[src/rtl/ialu_req_arb.sv]
// Two-requester round-robin arbiter and sequencer in front of the shared SCR1 IALU.
// A granted operation runs single-cycle or RVM (timeout-guarded) and is answered on one response channel.
module ialu_req_arb #(
  parameter int SCR1_XLEN           = 8,
  parameter int SCR1_IALU_CMD_WIDTH = 8,
  parameter int RVM_CMD_BIT         = SCR1_IALU_CMD_WIDTH - 1,
  parameter int MDU_TIMEOUT         = 64
) (
  input  logic                             clk_i,
  input  logic                             rst_n_i,
  input  logic [1:0]                       req_vd_i,
  output logic [1:0]                       req_rdy_o,
  input  logic [2*SCR1_XLEN-1:0]           req_op1_i,
  input  logic [2*SCR1_XLEN-1:0]           req_op2_i,
  input  logic [2*SCR1_IALU_CMD_WIDTH-1:0] req_cmd_i,
  output logic [SCR1_XLEN-1:0]             ialu_main_op1_o,
  output logic [SCR1_XLEN-1:0]             ialu_main_op2_o,
  output logic [SCR1_IALU_CMD_WIDTH-1:0]   ialu_cmd_o,
  output logic                             ialu_rvm_cmd_vd_o,
  input  logic [SCR1_XLEN-1:0]             ialu_main_res_i,
  input  logic                             ialu_cmp_res_i,
  input  logic                             ialu_rvm_res_rdy_i,
  output logic                             rsp_vd_o,
  input  logic                             rsp_rdy_i,
  output logic                             rsp_id_o,
  output logic [SCR1_XLEN-1:0]             rsp_res_o,
  output logic                             rsp_cmp_o,
  output logic                             rsp_err_o
);

  typedef enum logic [1:0] {IDLE, EXEC, RESP} state_t;

  localparam logic [7:0] CNT_LAST = 8'(MDU_TIMEOUT - 1);

  state_t                           state_q, state_d;
  logic                             last_q;
  logic [7:0]                       cnt_q;
  logic [SCR1_XLEN-1:0]             op1_q, op2_q, res_q;
  logic [SCR1_IALU_CMD_WIDTH-1:0]   cmd_q;
  logic                             id_q, cmp_q, err_q, rvm_vd_q;

  logic                             any_req, gnt_id, accept;
  logic                             is_rvm, exec_ok, exec_done;

  // Both requesting: the one that did not win last time goes first.
  assign any_req = |req_vd_i;
  assign gnt_id  = (req_vd_i == 2'b11) ? ~last_q : req_vd_i[1];
  assign accept  = (state_q == IDLE) && any_req;

  assign is_rvm    = cmd_q[RVM_CMD_BIT];
  assign exec_ok   = !is_rvm || ialu_rvm_res_rdy_i;
  assign exec_done = exec_ok || (cnt_q == CNT_LAST);

  // NOTE: sequential state uses non-blocking assignments so every register samples pre-edge values.
  always_ff @(posedge clk_i or negedge rst_n_i) begin
    if (!rst_n_i) state_q <= IDLE;
    else          state_q <= state_d;
  end

  // NOTE: every always_comb output gets a default first, so no path can infer a latch.
  always_comb begin
    state_d = state_q;
    case (state_q)
      IDLE:    if (any_req)   state_d = EXEC;
      EXEC:    if (exec_done) state_d = RESP;
      RESP:    if (rsp_rdy_i) state_d = IDLE;
      default:                state_d = IDLE;
    endcase
  end

  // Reset gates the combinational accept so nothing is granted while held in reset.
  always_comb begin
    req_rdy_o = 2'b00;
    rsp_vd_o  = 1'b0;
    if (accept && rst_n_i) req_rdy_o = gnt_id ? 2'b10 : 2'b01;
    if (state_q == RESP)   rsp_vd_o  = 1'b1;
  end

  always_ff @(posedge clk_i or negedge rst_n_i) begin
    if (!rst_n_i) begin
      last_q   <= 1'b1;
      cnt_q    <= '0;
      op1_q    <= '0;
      op2_q    <= '0;
      cmd_q    <= '0;
      id_q     <= 1'b0;
      res_q    <= '0;
      cmp_q    <= 1'b0;
      err_q    <= 1'b0;
      rvm_vd_q <= 1'b0;
    end else begin
      if (accept) begin
        op1_q    <= gnt_id ? req_op1_i[2*SCR1_XLEN-1:SCR1_XLEN] : req_op1_i[SCR1_XLEN-1:0];
        op2_q    <= gnt_id ? req_op2_i[2*SCR1_XLEN-1:SCR1_XLEN] : req_op2_i[SCR1_XLEN-1:0];
        cmd_q    <= gnt_id ? req_cmd_i[2*SCR1_IALU_CMD_WIDTH-1:SCR1_IALU_CMD_WIDTH]
                           : req_cmd_i[SCR1_IALU_CMD_WIDTH-1:0];
        rvm_vd_q <= gnt_id ? req_cmd_i[SCR1_IALU_CMD_WIDTH+RVM_CMD_BIT]
                           : req_cmd_i[RVM_CMD_BIT];
        id_q     <= gnt_id;
        last_q   <= gnt_id;
        cnt_q    <= '0;
      end
      if (state_q == EXEC) begin
        if (cnt_q != 8'hFF) cnt_q <= cnt_q + 8'd1;
        if (exec_done) begin
          rvm_vd_q <= 1'b0;
          res_q    <= exec_ok ? ialu_main_res_i : '0;
          cmp_q    <= exec_ok ? ialu_cmp_res_i  : 1'b0;
          err_q    <= !exec_ok;
        end
      end
    end
  end

  assign ialu_main_op1_o   = op1_q;
  assign ialu_main_op2_o   = op2_q;
  assign ialu_cmd_o        = cmd_q;
  assign ialu_rvm_cmd_vd_o = rvm_vd_q;
  assign rsp_id_o          = id_q;
  assign rsp_res_o         = res_q;
  assign rsp_cmp_o         = cmp_q;
  assign rsp_err_o         = err_q;

endmodule

[config.mk]
export PLATFORM = sky130hd
export DESIGN_NAME = ialu_req_arb
export DESIGN_NICKNAME = d
export VERILOG_FILES = /design/src/rtl/ialu_req_arb.sv
export SDC_FILE = /design/constraint.sdc
export NUM_CORES = 1
export LEC_CHECK = 0
export CAP_MARGIN = 40
export CORE_MARGIN = 4
export CORE_UTILIZATION = 37
export CTS_BUF_LIST = sky130_fd_sc_hd__clkbuf_16
export CTS_CLUSTER_DIAMETER = 50
export DETAILED_ROUTE_END_ITERATION = 10
export GPL_TIMING_DRIVEN = 0
export HOLD_SLACK_MARGIN = 0.03
export PLACE_DENSITY = 0.87
export SETUP_SLACK_MARGIN = 0.05
export SLEW_MARGIN = 20
export SYNTH_ARGS = -nofsm -noshare
export SYNTH_HDL_FRONTEND = slang
export SYNTH_SLANG_ARGS = --single-unit
export TNS_END_PERCENT = 10
[constraint.sdc]
create_clock -name clk_i -period 1.52 [get_ports clk_i]
set_input_delay 0.304 -clock clk_i [delete_from_list [all_inputs] [get_ports clk_i]]
set_output_delay 0.304 -clock clk_i [all_outputs]
set_load 0.005 [all_outputs]
======== Yosys cells after proc, flatten, opt, wreduce, memory -nomap -nowiden ========
Index checks and enable logic that the tools add are counted.
storage, ports and cells
  output and inout bits ................... 39
  memory bits (read-only) ................. 0
  RAM bits ................................ 0
  input port bits ......................... 63
  word-level logic and storage cells ...... 51
  memories ................................ 0
  bits in latches ......................... 0
  register bits ........................... 47
operators by class
  eq/ne operators ......................... 8
  shifts and indexed selects .............. 0
  add/subtract/negate cells ............... 1
  reduce and logical (&&, ||, !) cells .... 10
  muxes and demuxes ....................... 20
  bitwise gates (word level) .............. 1
  multiply operators ...................... 0
  magnitude comparators ................... 0
  divide/modulo/power cells ............... 0
operators by type and width
  operator                                        number
  two-way mux 8 bit                               7
  two-way mux 2 bit                               5
  adder 8 x 1 -> 8 bit (second input constant)    1
  == test 8 x 6 -> 1 bit (second input constant)  1
  != test 8 bit (second input constant)           1
  two-way mux 1 bit                               7
  != test 2 bit (second input constant)           3
  one-hot mux 2 bit (3 select lines)              1
  == test 2 bit (second input constant)           2
  AND reduction 3 bit                             1
  == test 2 x 1 -> 1 bit (second input constant)  1
  logical AND 1 bit                               2
  logical NOT 1 bit                               2
  logical NOT 2 bit                               1
  logical OR 1 bit                                2
  AND reduction 2 bit                             1
  OR reduction 2 bit                              1
  inverter 1 bit                                  1

======== Longest topological paths before layout ========
Gate-level depths: netlist (run 1).
  depth in word-level cells ............... 6
  gate-level depth with buffers ........... 6
  depth with buffers taken out ............ 5

======== Least setup slack after synthesis (run 1) ========
OpenSTA, ideal clock, no wires.
  kind .................................... reg2reg
  from .................................... register cnt_q[0]
  to ...................................... register cmp_q, in the netlist rsp_cmp_o
  path buffers ............................ 1
  data required time ...................... 1399 ps
  clock period less this slack ............ 1534 ps
  arrival time ............................ 1413 ps
  slack ................................... -14 ps
  library setup time ...................... 121 ps
  cell stages (with the launch flop) ...... 7
  path through ............................ dfrtp_1 ha_1 nand3_2 o41ai_2 nand2_1 buf_6 a22o_1
on the way
  longest elaborated chain between the ends .. 3
RTL lines
  element                               line  text
  start, declared                       37    logic [7:0] cnt_q;
  start signal, assigned                104   if (cnt_q != 8'hFF) cnt_q <= cnt_q + 8'd1;
  == test 8 x 6 -> 1 bit                52    assign exec_done = exec_ok || (cnt_q == CNT_LAST);
  logical OR 1 bit                      52
  AND reduction 2 bit (no source line)  --
  end signal, assigned                  108   cmp_q <= exec_ok ? ialu_cmp_res_i : 1'b0;
  end, declared                         40    logic id_q, cmp_q, err_q, rvm_vd_q;
No other way between the ends.
A chain may end at the register's enable or synchronous reset.

======== Worst setup path after layout (run 1) ========
  from .................................... register cnt_q[0]
  to ...................................... register res_q[0], in the netlist rsp_res_o[0]
on the way
  longest elaborated chain between the ends .. 3
RTL lines
  element                               line  text
  == test 8 x 6 -> 1 bit                52
  logical OR 1 bit                      52
  AND reduction 2 bit (no source line)  --
  end signal, assigned                  107   res_q <= exec_ok ? ialu_main_res_i : '0;
  end, declared                         38    logic [SCR1_XLEN-1:0] op1_q, op2_q, res_q;
No other way between the ends.

==> qor.yml, run 1 <==
status:
  status: "finished, violations left"
  violations: "hold timing, setup timing"
routing:
  dr.pass1.iters: 4
  wl_per_cell_um: 15.47
  route.detailed.drc: 0
  routed_wl_mm: 6.064
  ant_nets: 0
  vias: 1948
  vias_per_cell: 4.969
  drtIter0Drc: 67
global_route:
  grt-ovfl-total: 0
  antenna_found_initial: 0
  grt_max_degree: 31
  grt_usage_pct: 16.54
  grt_pass1_vias: 2017
  grt_pass1_wl_mm: 9.425
sta:
  tns_ns: -1.278
  relSlewSlack_pct: 71.27
  fin_crit_sh_pct: 108.4
  finalSetupViolCount: 14
  hold_viol: 27
  worst_slack_ns: -0.1278
  rsz0062_at_grt: "true"
  whs_ns: -0.01407
  slew_violations: 0
  max_freq_mhz: 606.9
  skew_ns: 0.004048
  worstMarginPinSlew_ns: 0.4304
  fin_crit_ns: 1.648
pwr:
  peakVddDrop_mv: 0.8334
  leakagePower_nw: 1.842
  power_density_nw_per_um2: 1653
synthesis:
  ys_ff_latch: 47
  synth_area_leaders: "dfrtp_1 (53%), mux2i_1 (12%), o21ai_0 (6.3%)"
  netlist_area_um2: 2161
  yosysUniqueCellTypes: 37
  yosys.area.top_type: "dfrtp_1"
  synth_cells: 196
  synth_nets: 260
  synth_area_per_cell_um2: 11.02
  ys_seq_area_share_pct: 54.49
  ys_warn_count: 0
  yosysTopAreaCellShare_pct: 53.27
layout:
  final_cell_mix: "clkdlybuf4s50_1 (73), dfrtp_1 (43), nand2_1 (30), o21ai_0 (26), mux2i_1 (25)"
  fin_nets: 383
  final_common_cell: "clkdlybuf4s50_1"
  drive_gt1_share_pct: 18.44
  antenna_cells: 0
  fin_cells: 392
  multi_input_area_um2: 1003
  design_area_um2: 3706
  ff_latch_area_um2: 1181
  fillers: 452
  syn_to_final_growth_pct: 71.51
floorplan:
  core_um2: 5574
  io_pins: 102
  dieArea_um2: 7127
  rows: 27
  dieWidth_um: 84.42
  start_util_pct: 38.77
  die_y_um: 84.42
placed_design:
  placed_cells: 370
  place_congestion: 0.8051
  portBuffers: 101
  place_ws_ns: -1.016
  place_area_um2: 3297
  dpl.hpwl_mm: 4.424
clock_network:
  cts.htree.levels: 2
  clk_pin_slew_worst_paths_ns: 0.06
  cts_root_buf: "clkbuf_16"
  postCtsHoldBufs: 0
  tritoncts: "done"
  cts_buffers: 5
  clockBufferDepth: 2
  cts.sinks: 47
  clock_latency_ns: 0.28
worst_setup_path:
  worstPathMaxFanout: 3
  critical_path.endpoint_type: "flop"
  path_cells: "ha_4, nand3_4, o41ai_4, nand2_2, buf_4, a22o_2"
  startpoint_type: "flop"
  critical-path-slowest-cell: "dfrtp_1"
  arrival_ns: 1.81
  r2r_end: "rsp_res_o[0]$_DFFE_PN0P_"
  worst-endpoint-required_ns: 1.69
  reg2reg_depth: 6
  cp-startpoint: "cnt_q[0]$_DFF_PN0_"
  critical_path.max_stage_delay_ns: 0.40
  crit_end: "rsp_res_o[0]$_DFFE_PN0P_"
  rrSetupSlack_ns: -0.13
  rr_startpoint: "cnt_q[0]$_DFF_PN0_"
  crit_type: "reg -> reg"
worst_hold_path:
  hp-class: "in -> async"
run:
  maxCapViolCount: 0
==> cell type report <==
type | instances | area share [%]
buffer | 9 | 2.330
clock buffer | 5 | 3.376
multi-input combinational | 136 | 27.08
sequential | 47 | 31.87
clock inverter | 3 | 0.3376
tap | 72 | 2.431
inverter | 3 | 0.3038
timing repair buffer | 117 | 32.28
==> power by group <==
| part | switching [mW] | total, mW | internal, mW |
|---|---|---|---|
| combinational | 1.26 | 2.98 | 1.72 |
| sequential | 0.327 | 2.13 | 1.80 |
| clock | 0.425 | 1.02 | 0.594 |
==> worst min-delay path by stage <==
stage                                   startpoint                             end  slack [ns]  depth (start not counted)
finish                                     rst_n_i       ialu_cmd_o[7]$_DFFE_PN0P_       -0.01                          1
global route                               rst_n_i       ialu_cmd_o[7]$_DFFE_PN0P_        0.01                          1
CTS                                        rst_n_i  ialu_main_op1_o[4]$_DFFE_PN0P_        0.08                          1
detailed placement                         rst_n_i       ialu_cmd_o[7]$_DFFE_PN0P_        0.38                          1
global placement    ialu_main_op2_o[2]$_DFFE_PN0P_  ialu_main_op2_o[2]$_DFFE_PN0P_        0.46                          2
floorplan                                  rst_n_i              cnt_q[0]$_DFF_PN0_       0.008                          0
==> stage by stage <==
| stage | power (mW) | utilization [%] |
|---|---|---|
| after detailed placement | 4.819 | 59.15 |
| after global routing | 6.576 | 66.49 |
| after floorplan | 3.299 | - |
| after global placement | 4.710 | 58.74 |
| final | 6.124 | 66.49 |
| after CTS | 6.065 | 63.64 |
==> logic make-up (layout without fill, tap and decap cells) <==
group,after synthesis,after routing,share of synthesized area [%]
XOR/XNOR,1,1,0.4054
AND/OR/NAND/NOR,55,55,11.81
AO/OA/AOI/OAI,52,52,16.79
buffers and inverters,13,137,3.358
flip-flops,47,47,54.49
multiplexers,27,27,12.57
adder cells (fa/ha/maj),1,1,0.5789
==> flip-flops by register name, indices dropped and copies added, names as in the netlist <==
name,cells
ialu_main_op1_o,8
rsp_err_o,1
ialu_cmd_o,8
ialu_main_op2_o,8
last_q,1
rsp_cmp_o,1
rsp_id_o,1
state_q,2
cnt_q,8
rsp_res_o,8
ialu_rvm_cmd_vd_o,1
==> critical path, delay by kind of cell, from the launching register on <==
| kind | cells | cell delay [ns] |
|---|---|---|
| AO/OA/AOI/OAI | 2 | 0.58 |
| flip-flops | 1 | 0.40 |
| AND/OR/NAND/NOR | 2 | 0.23 |
| adder cells (fa/ha/maj) | 1 | 0.17 |
| buffers and inverters | 1 | 0.15 |
==> layer usage <==
metal  track usage [%]  part of all wire (%)  up-vias  wire, um
li1                  -                     -      948         -
met1             18.08                    39      927      2335
met2             29.77                    52       68      3135
met3             6.575                   8.7        5       525
met4             4.460                   1.1        0        68
met5                 0                     0        -         0
==> timing repair <==
action / 4_1_cts / 5_1_grt
hold endpoints to repair: 0 / 27
pin swaps: 9 / 8
setup buffers: 5 / 9
setup endpoints to repair: 50 / 68
gates resized for setup: 39 / 39
cloned: 0 / 1
==> synthesized netlist by cell type, drive strengths merged <==
| cell | count |
|---|---|
| a41oi | 1 |
| clkbuf | 5 |
| ha | 1 |
| nand2b | 2 |
| a22o | 12 |
| dfstp | 1 |
| xnor2 | 1 |
| buf | 5 |
| nor3 | 2 |
| mux2i | 26 |
| and3 | 4 |
| a21oi | 2 |
| a211o | 2 |
| a31oi | 1 |
| nand3b | 1 |
| and4 | 1 |
| inv | 3 |
| nor2 | 7 |
| o211a | 1 |
| dfrtp | 46 |
| nand4 | 1 |
| o41ai | 1 |
| o21ai | 28 |
| nor2b | 2 |
| nand3 | 3 |
| nand2 | 32 |
| a21boi | 1 |
| mux2 | 1 |
| o21a | 2 |
| o22ai | 1 |
No activity file was read; power rests on OpenSTA's default activity.
==> run 2: changes to the inputs <==
- HOLD_SLACK_MARGIN: 0.03 -> 0.1
==> results of run 2 <==
Same layout as run 1: the final DEF is identical, and so are final timing and power.
